## src/rtl/clic_dispatch.sv

```systemverilog
// Purpose: offers the winning CLIC candidate to the core, clears taken vectors, nests preempted contexts.
// Latency: eligible req -> irq one cycle later; ack -> threshold/clear one cycle later; one cooldown cycle after each take.
// Backpressure: irq is held until core_ack, a withdrawal or a loss of eligibility; candidates are ignored during cooldown.
module clic_dispatch #(
    parameter int NR_PRIO_BITS  = 3,
    parameter int NR_INDEX_BITS = 2
) (
    input  logic                     clk,
    input  logic                     reset,
    input  logic                     req_valid,
    input  logic [NR_INDEX_BITS-1:0] req_index,
    input  logic [NR_PRIO_BITS-1:0]  req_prio,
    input  logic                     core_ack,
    input  logic                     core_ret,
    output logic                     irq,
    output logic [NR_INDEX_BITS-1:0] irq_index,
    output logic [NR_PRIO_BITS-1:0]  irq_prio,
    output logic                     clear_valid,
    output logic [NR_INDEX_BITS-1:0] clear_index,
    output logic [NR_PRIO_BITS-1:0]  threshold,
    output logic [NR_INDEX_BITS-1:0] active_index,
    output logic [NR_PRIO_BITS-1:0]  depth,
    output logic                     ret_err
);

    // Every push strictly raises the threshold, so one slot per non-zero priority suffices.
    localparam int STACK = 2**NR_PRIO_BITS - 1;
    localparam logic [NR_PRIO_BITS-1:0] STACK_FULL = NR_PRIO_BITS'(STACK);

    typedef enum logic [1:0] {IDLE, OFFER, COOLDOWN} state_t;

    state_t                   state, state_n;
    logic [NR_PRIO_BITS-1:0]  stk_prio  [STACK];
    logic [NR_INDEX_BITS-1:0] stk_index [STACK];

    logic                     eligible;
    logic                     push;
    logic                     irq_n, clear_valid_n, ret_err_n;
    logic [NR_INDEX_BITS-1:0] irq_index_n, clear_index_n, active_index_n;
    logic [NR_PRIO_BITS-1:0]  irq_prio_n, threshold_n, depth_n;

    // A candidate may preempt only if it beats the running priority; priority 0 never does.
    always_comb eligible = req_valid && (req_prio > threshold);

    // Next-state and output decode; a return always wins over an ack in the same cycle.
    always_comb begin
        state_n        = state;
        push           = 1'b0;
        irq_n          = irq;
        irq_index_n    = irq_index;
        irq_prio_n     = irq_prio;
        clear_valid_n  = 1'b0;
        clear_index_n  = clear_index;
        threshold_n    = threshold;
        active_index_n = active_index;
        depth_n        = depth;
        ret_err_n      = 1'b0;

        if (core_ret) begin
            if (depth != '0) begin
                threshold_n    = stk_prio[depth - 1'b1];
                active_index_n = stk_index[depth - 1'b1];
                depth_n        = depth - 1'b1;
            end else begin
                ret_err_n = 1'b1;
            end
        end

        case (state)
            IDLE: begin
                if (eligible) begin
                    irq_n       = 1'b1;
                    irq_index_n = req_index;
                    irq_prio_n  = req_prio;
                    state_n     = OFFER;
                end
            end
            OFFER: begin
                if (core_ack && !core_ret) begin
                    // Core has taken the offer as presented this cycle: nest and retire it.
                    push           = 1'b1;
                    threshold_n    = irq_prio;
                    active_index_n = irq_index;
                    depth_n        = depth + 1'b1;
                    clear_valid_n  = 1'b1;
                    clear_index_n  = irq_index;
                    irq_n          = 1'b0;
                    state_n        = COOLDOWN;
                end else if (!eligible) begin
                    irq_n   = 1'b0;
                    state_n = IDLE;
                end else if (req_prio > irq_prio) begin
                    irq_index_n = req_index;
                    irq_prio_n  = req_prio;
                end
            end
            COOLDOWN: begin
                irq_n   = 1'b0;
                state_n = IDLE;
            end
            default: begin
                irq_n   = 1'b0;
                state_n = IDLE;
            end
        endcase
    end

    // State register.
    always_ff @(posedge clk) begin
        if (reset) state <= IDLE;
        else       state <= state_n;
    end

    // Registered outputs; reset discards the nesting context.
    always_ff @(posedge clk) begin
        if (reset) begin
            irq          <= 1'b0;
            irq_index    <= '0;
            irq_prio     <= '0;
            clear_valid  <= 1'b0;
            clear_index  <= '0;
            threshold    <= '0;
            active_index <= '0;
            depth        <= '0;
            ret_err      <= 1'b0;
        end else begin
            irq          <= irq_n;
            irq_index    <= irq_index_n;
            irq_prio     <= irq_prio_n;
            clear_valid  <= clear_valid_n;
            clear_index  <= clear_index_n;
            threshold    <= threshold_n;
            active_index <= active_index_n;
            depth        <= depth_n;
            ret_err      <= ret_err_n;
        end
    end

    // Stack storage; entries above depth are don't-care, so no reset is needed.
    always_ff @(posedge clk) begin
        if (!reset && push) begin
            stk_prio[depth]  <= threshold;
            stk_index[depth] <= active_index;
        end
    end

    // Overflow is structurally impossible; flag it if it ever happens.
    assert property (@(posedge clk) disable iff (reset) !(push && depth == STACK_FULL));

endmodule

```

## config.mk

```make
export PLATFORM = sky130hd
export DESIGN_NAME = clic_dispatch
export DESIGN_NICKNAME = d
export VERILOG_FILES = /design/src/rtl/clic_dispatch.sv
export SDC_FILE = /design/constraint.sdc
export NUM_CORES = 1
export LEC_CHECK = 0
export CAP_MARGIN = 20
export CORE_ASPECT_RATIO = 0.6
export CORE_UTILIZATION = 35
export CTS_BUF_LIST = sky130_fd_sc_hd__clkbuf_16
export DETAILED_ROUTE_END_ITERATION = 10
export PLACE_DENSITY = 0.52
export SLEW_MARGIN = 20
export SYNTH_ARGS = -nofsm -noshare
export SYNTH_HDL_FRONTEND = slang
export SYNTH_SLANG_ARGS = --single-unit
export TNS_END_PERCENT = 5
```

## constraint.sdc

```tcl
create_clock -name clk -period 2.2 [get_ports clk]
set_input_delay 0.33 -clock clk [delete_from_list [all_inputs] [get_ports clk]]
set_output_delay 0.33 -clock clk [all_outputs]
set_load 0.05 [all_outputs]
```

======== Yosys cells after proc, flatten, opt, wreduce, memory -nomap -nowiden ========
Memories as Yosys holds them, arrays and structs flattened.
Index checks and enable logic that the tools add are counted.
word-level totals
  register bits ........................... 20
  memories kept ........................... 2
  input bits .............................. 10
  output and inout bits ................... 18
  bits in writable memories ............... 35
  logic and storage cells ................. 70
cells by class
  muxes and demuxes ....................... 35
  eq/ne operators ......................... 6
  bitwise logic cells ..................... 1
  reduce and logical (&&, ||, !) cells .... 12
  add/subtract/negate cells ............... 2
  order comparisons ....................... 2
memories
  memory     words  width  rd ports  clocked after Yosys merged registers in  write ports  RTL line  RTL
  stk_prio   7      3      1         0                                        1            33        logic [NR_PRIO_BITS-1:0] stk_prio [STACK];
  stk_index  7      2      1         0                                        1            34        logic [NR_INDEX_BITS-1:0] stk_index [STACK];
operators with widths
  cell                                               number
  two-way mux 3 bit                                  12
  two-way mux 2 bit                                  11
  two-way mux 1 bit                                  8
  inequality test 2 bit (second input constant)      4
  one-hot mux 2 bit (2 select lines)                 2
  > comparator 3 bit                                 2
  one-hot mux 3 bit (2 select lines)                 1
  AND reduction 5 bit                                1
  AND reduction 2 bit                                2
  adder 3 x 1 -> 3 bit (second input constant)       1
  logical AND 1 bit                                  3
  inequality test 3 bit (second input constant)      1
  nonzero test 3 bit                                 1
  subtractor 3 x 1 -> 3 bit (second input constant)  1
  == test 2 x 1 -> 1 bit (second input constant)     1
  logical NOT 1 bit                                  2
  logical NOT 2 bit                                  1
  one-hot mux 1 bit (2 select lines)                 1
  nonzero test 2 bit                                 1
  OR reduction 2 bit                                 1
  inverter 1 bit                                     1

======== Logic depth before layout (Yosys ltp) ========
  word-level depth ........................ 7
  depth in mapped cells ................... 8

======== Least setup slack after synthesis ========
Ideal clock, no wire load.
  path kind ............................... register -> register
  from .................................... register depth[0]
  to ...................................... register active_index[0]
  setup time .............................. 133 ps
  data required time ...................... 2067 ps
  arrival time ............................ 2477 ps
  cell stages (with the launch flop) ...... 9
  setup slack ............................. -409 ps
  cell sequence ........................... dfxtp_1 > buf_2 > buf_2 > inv_1 > ha_1 > buf_1 > mux4_2 > nand2_1 > a31oi_1
between the ends
  cells in the longest elaborated chain, start to end .. 6
RTL lines
  what                       RTL line  RTL
  start: declaration         22        output logic [NR_PRIO_BITS-1:0] depth,
  start signal: assignment   134       depth <= depth_n;
  subtractor 3 x 1 -> 3 bit  62        active_index_n = stk_index[depth - 1'b1];
  memory read (7 x 2 bit)    --
  two-way mux 2 bit (*)      60        if (depth != '0) begin
  two-way mux 2 bit (*)      59        if (core_ret) begin
  two-way mux 2 bit          79        if (core_ack && !core_ret) begin
  two-way mux 2 bit (*)      69        case (state)
  end signal: assignment     133       active_index <= active_index_n;
  end: declaration           21        output logic [NR_INDEX_BITS-1:0] active_index,
Mark *: on every way between the ends. The rest lies on a longest branch, timed or not.
A chain may end at the register's enable or synchronous reset.

======== Worst setup path in the final report ========
  from .................................... register depth[2]
  to ...................................... output port depth[2]
No word-level cell between the ends.

==> flow_summary.yaml <==
worst_setup_path:
  cp_data_required_time_ns: 1.87
  path_cells: "clkdlybuf4s50_1"
  startpoint_type: "register"
  cp-end-kind: "primary output"
  slowest_stage: "clkdlybuf4s50_1"
  cpPeakStageDelay_ns: 0.89
  critPathMaxFanout: 11
  path_class: "reg2out"
  cp_data_arrival_time_ns: 1.76
  crit_family: "buffers and inverters"
  worst-path-buf-inv: 1
synthesis:
  ys_seq_area_frac: 0.599
  synth_edf_count: 35
  async_flop_share: 0
  yosys_warnings: 0
  postSynthCellCount: 192
  synth_cell_types: 42
  syn-num-nets: 211
  avgSynthCellArea_um2: 12.4
  ys_seq_elements: 54
  synth-main-ff-cell: "edfxtp_1"
  syn_area_um2: 2390
  ys_top_cells_by_area: "edfxtp_1, dfxtp_1, ha_1"
  synth.top_cell.area_share: 0.440
  synth_top_area_cell: "edfxtp_1"
cells_and_area:
  areaGrowthSynthToFinish_pct: 28.8
  layout-drive-gt1-share: 0.177
  diodes: 0
  multiInputGateArea_um2: 880
  final.fill_count: 547
  seq_area_um2: 1440
  nets: 261
route:
  routed_via_density: 5.06
  wl_mm: 5.43
  first_iter_violations: 77
  num_vias: 1654
  postRouteAntennaNets: 0
  drc: 0
  drt_pass1_iterations: 4
  wl_per_cell_um: 16.6
grt:
  grt_pass1_vias: 1618
  antenna_found_initial: 0
  grt_max_degree: 18
  grt_pass1_wl_mm: 8.66
  track_usage: 0.167
  overflow: 0
clock_tree:
  cts-root-buf: "clkbuf_16"
  cts_hold_buf: 0
  cts.sinks: 54
  clk_path_buf_depth: 2
  cts_tree: "built"
  postCtsSetupBuffers: 0
  clk_pin_slew_ns: 0.07
  cts_max_level: 2
  numCtsBuffers: 5
  cts_repair_resize_count: 0
  clock_latency_ns: 0.28
hold_path:
  hold_path_class: "reg2reg"
timing:
  rsz0062_at_grt: "no"
  max_freq_mhz: 479
  finalHoldViolCount: 0
  setup_ws_ns: 0.112
  worst_slew_pin_slew_ns: 0.576
  slew_violations: 0
  fin_skew_ns: 0.00661
  fin_crit_sh: 0.949
  relSlewSlack: 0.606
  setup_viol: 0
  min_period_ns: 2.09
place:
  place_ws_ns: -0.145
  io_buffers: 27
  dp_hpwl_mm: 4.18
  gp_congestion: 0.834
pwr:
  irDropWorstVdd_mv: 0.723
  powerDensity_nw_per_um2: 1230
  leakage_uw: 0.00111
  power_uw: 3770
job:
  maxCapViolations: 0
floorplanning:
  die_h_um: 66.0
  die_area_um2: 7170
  num_rows: 22
  start_util: 0.376
  pin_count: 28
  core_region_area_um2: 6360
  die_x_um: 109
run_status:
  outcome: "finished, final reports clean"
[report_power, final]
| group | total, uW | switching [uW] | leakage [uW] | internal (uW) |
|---|---|---|---|---|
| Combinational | 1520 | 906 | 0.000548 | 614 |
| Sequential | 1400 | 144 | 0.000479 | 1250 |
| Clock | 852 | 323 | 0.0000826 | 529 |
| Total | 3770 | 1370 | 0.00111 | 2400 |
[sequential cells by signal (all words and copies together) (netlist names)]
signal and count:
stk_prio 21, stk_index 14, depth 3, irq_prio 3
threshold 3, active_index 2, clear_index 2, irq_index 2
state 2, clear_valid 1, ret_err 1
[cell families after synthesis]
family / share of synthesized area
xor gates and xnor gates: 0.0141
AOI/OAI and AO/OA: 0.0786
and+or+nand+nor: 0.127
muxes: 0.101
DFF: 0.599
adders and majority gates: 0.0471
buffers and inverters: 0.0325
[worst paths after layout]
path | startpoint | to | slack (ns) | cells after the start
max | depth[2]$_SDFF_PP0_ | depth[2] | 0.11 | 1
min | clear_index[0]$_SDFFE_PP0P_ | clear_index[0]$_SDFFE_PP0P_ | 0.47 | 2
max reg2reg | depth[0]$_SDFF_PP0_ | threshold[2]$_SDFF_PP0_ | 0.21 | 6
min reg2reg | clear_index[0]$_SDFFE_PP0P_ | clear_index[0]$_SDFFE_PP0P_ | 0.47 | 2
[area by class of cell]
class | count | share of cell area
clock buffer | 5 | 0.0407
clock inverter | 3 | 0.0122
inverter | 11 | 0.0134
multi-input combinational | 119 | 0.286
sequential | 54 | 0.467
tap | 84 | 0.0342
timing repair buffer | 51 | 0.146
[routing by layer]
| metal | up-vias | part of all wire | global-route usage |
|---|---|---|---|
| li1 | 806 | - | - |
| met4 | 0 | 0.0015 | 0.0253 |
| met1 | 805 | 0.52 | 0.250 |
| met2 | 41 | 0.42 | 0.245 |
| met3 | 2 | 0.061 | 0.0424 |
| met5 | - | 0 | 0 |
[cell usage after synthesis, types with 3 or more instances]
cell type / n
mux2i_1: 8
nor2_1: 9
nand2b_1: 3
ha_1: 9
nor3_1: 6
nand2_1: 28
o31ai_1: 3
inv_1: 11
edfxtp_1: 35
mux2_2: 6
a31oi_1: 3
nor2b_1: 3
buf_2: 5
a211oi_1: 3
dfxtp_1: 19
a21oi_1: 4
[cell usage in the layout (no fill, tap or decap), drive strengths merged, types with 4 or more instances in the layout]
master and instances:
edfxtp 35, nand2 28, clkdlybuf4s50 27, buf 24, dfxtp 19, inv 12
nor2 9, ha 9, mux2i 8, mux2 8, nor3 6, clkbuf 5
a21oi 4, a211oi 4
[metrics by stage]
stage | TNS, ns | instance area [um^2] | hold slack (ns) | util | std cells
6_report | 0 | 3080 | 0.474 | 0.484 | 327
2_1_floorplan | -0.101 | 2390 | 0.472 | - | 192
3_5_place_dp | -0.735 | 2910 | 0.464 | 0.458 | 319
4_1_cts | 0 | 3080 | 0.473 | 0.484 | 327
5_1_grt | 0 | 3080 | 0.498 | 0.484 | 327
3_3_place_gp | 0 | 2910 | 0.444 | 0.458 | 319
No activity file was read; power rests on OpenSTA's default activity.
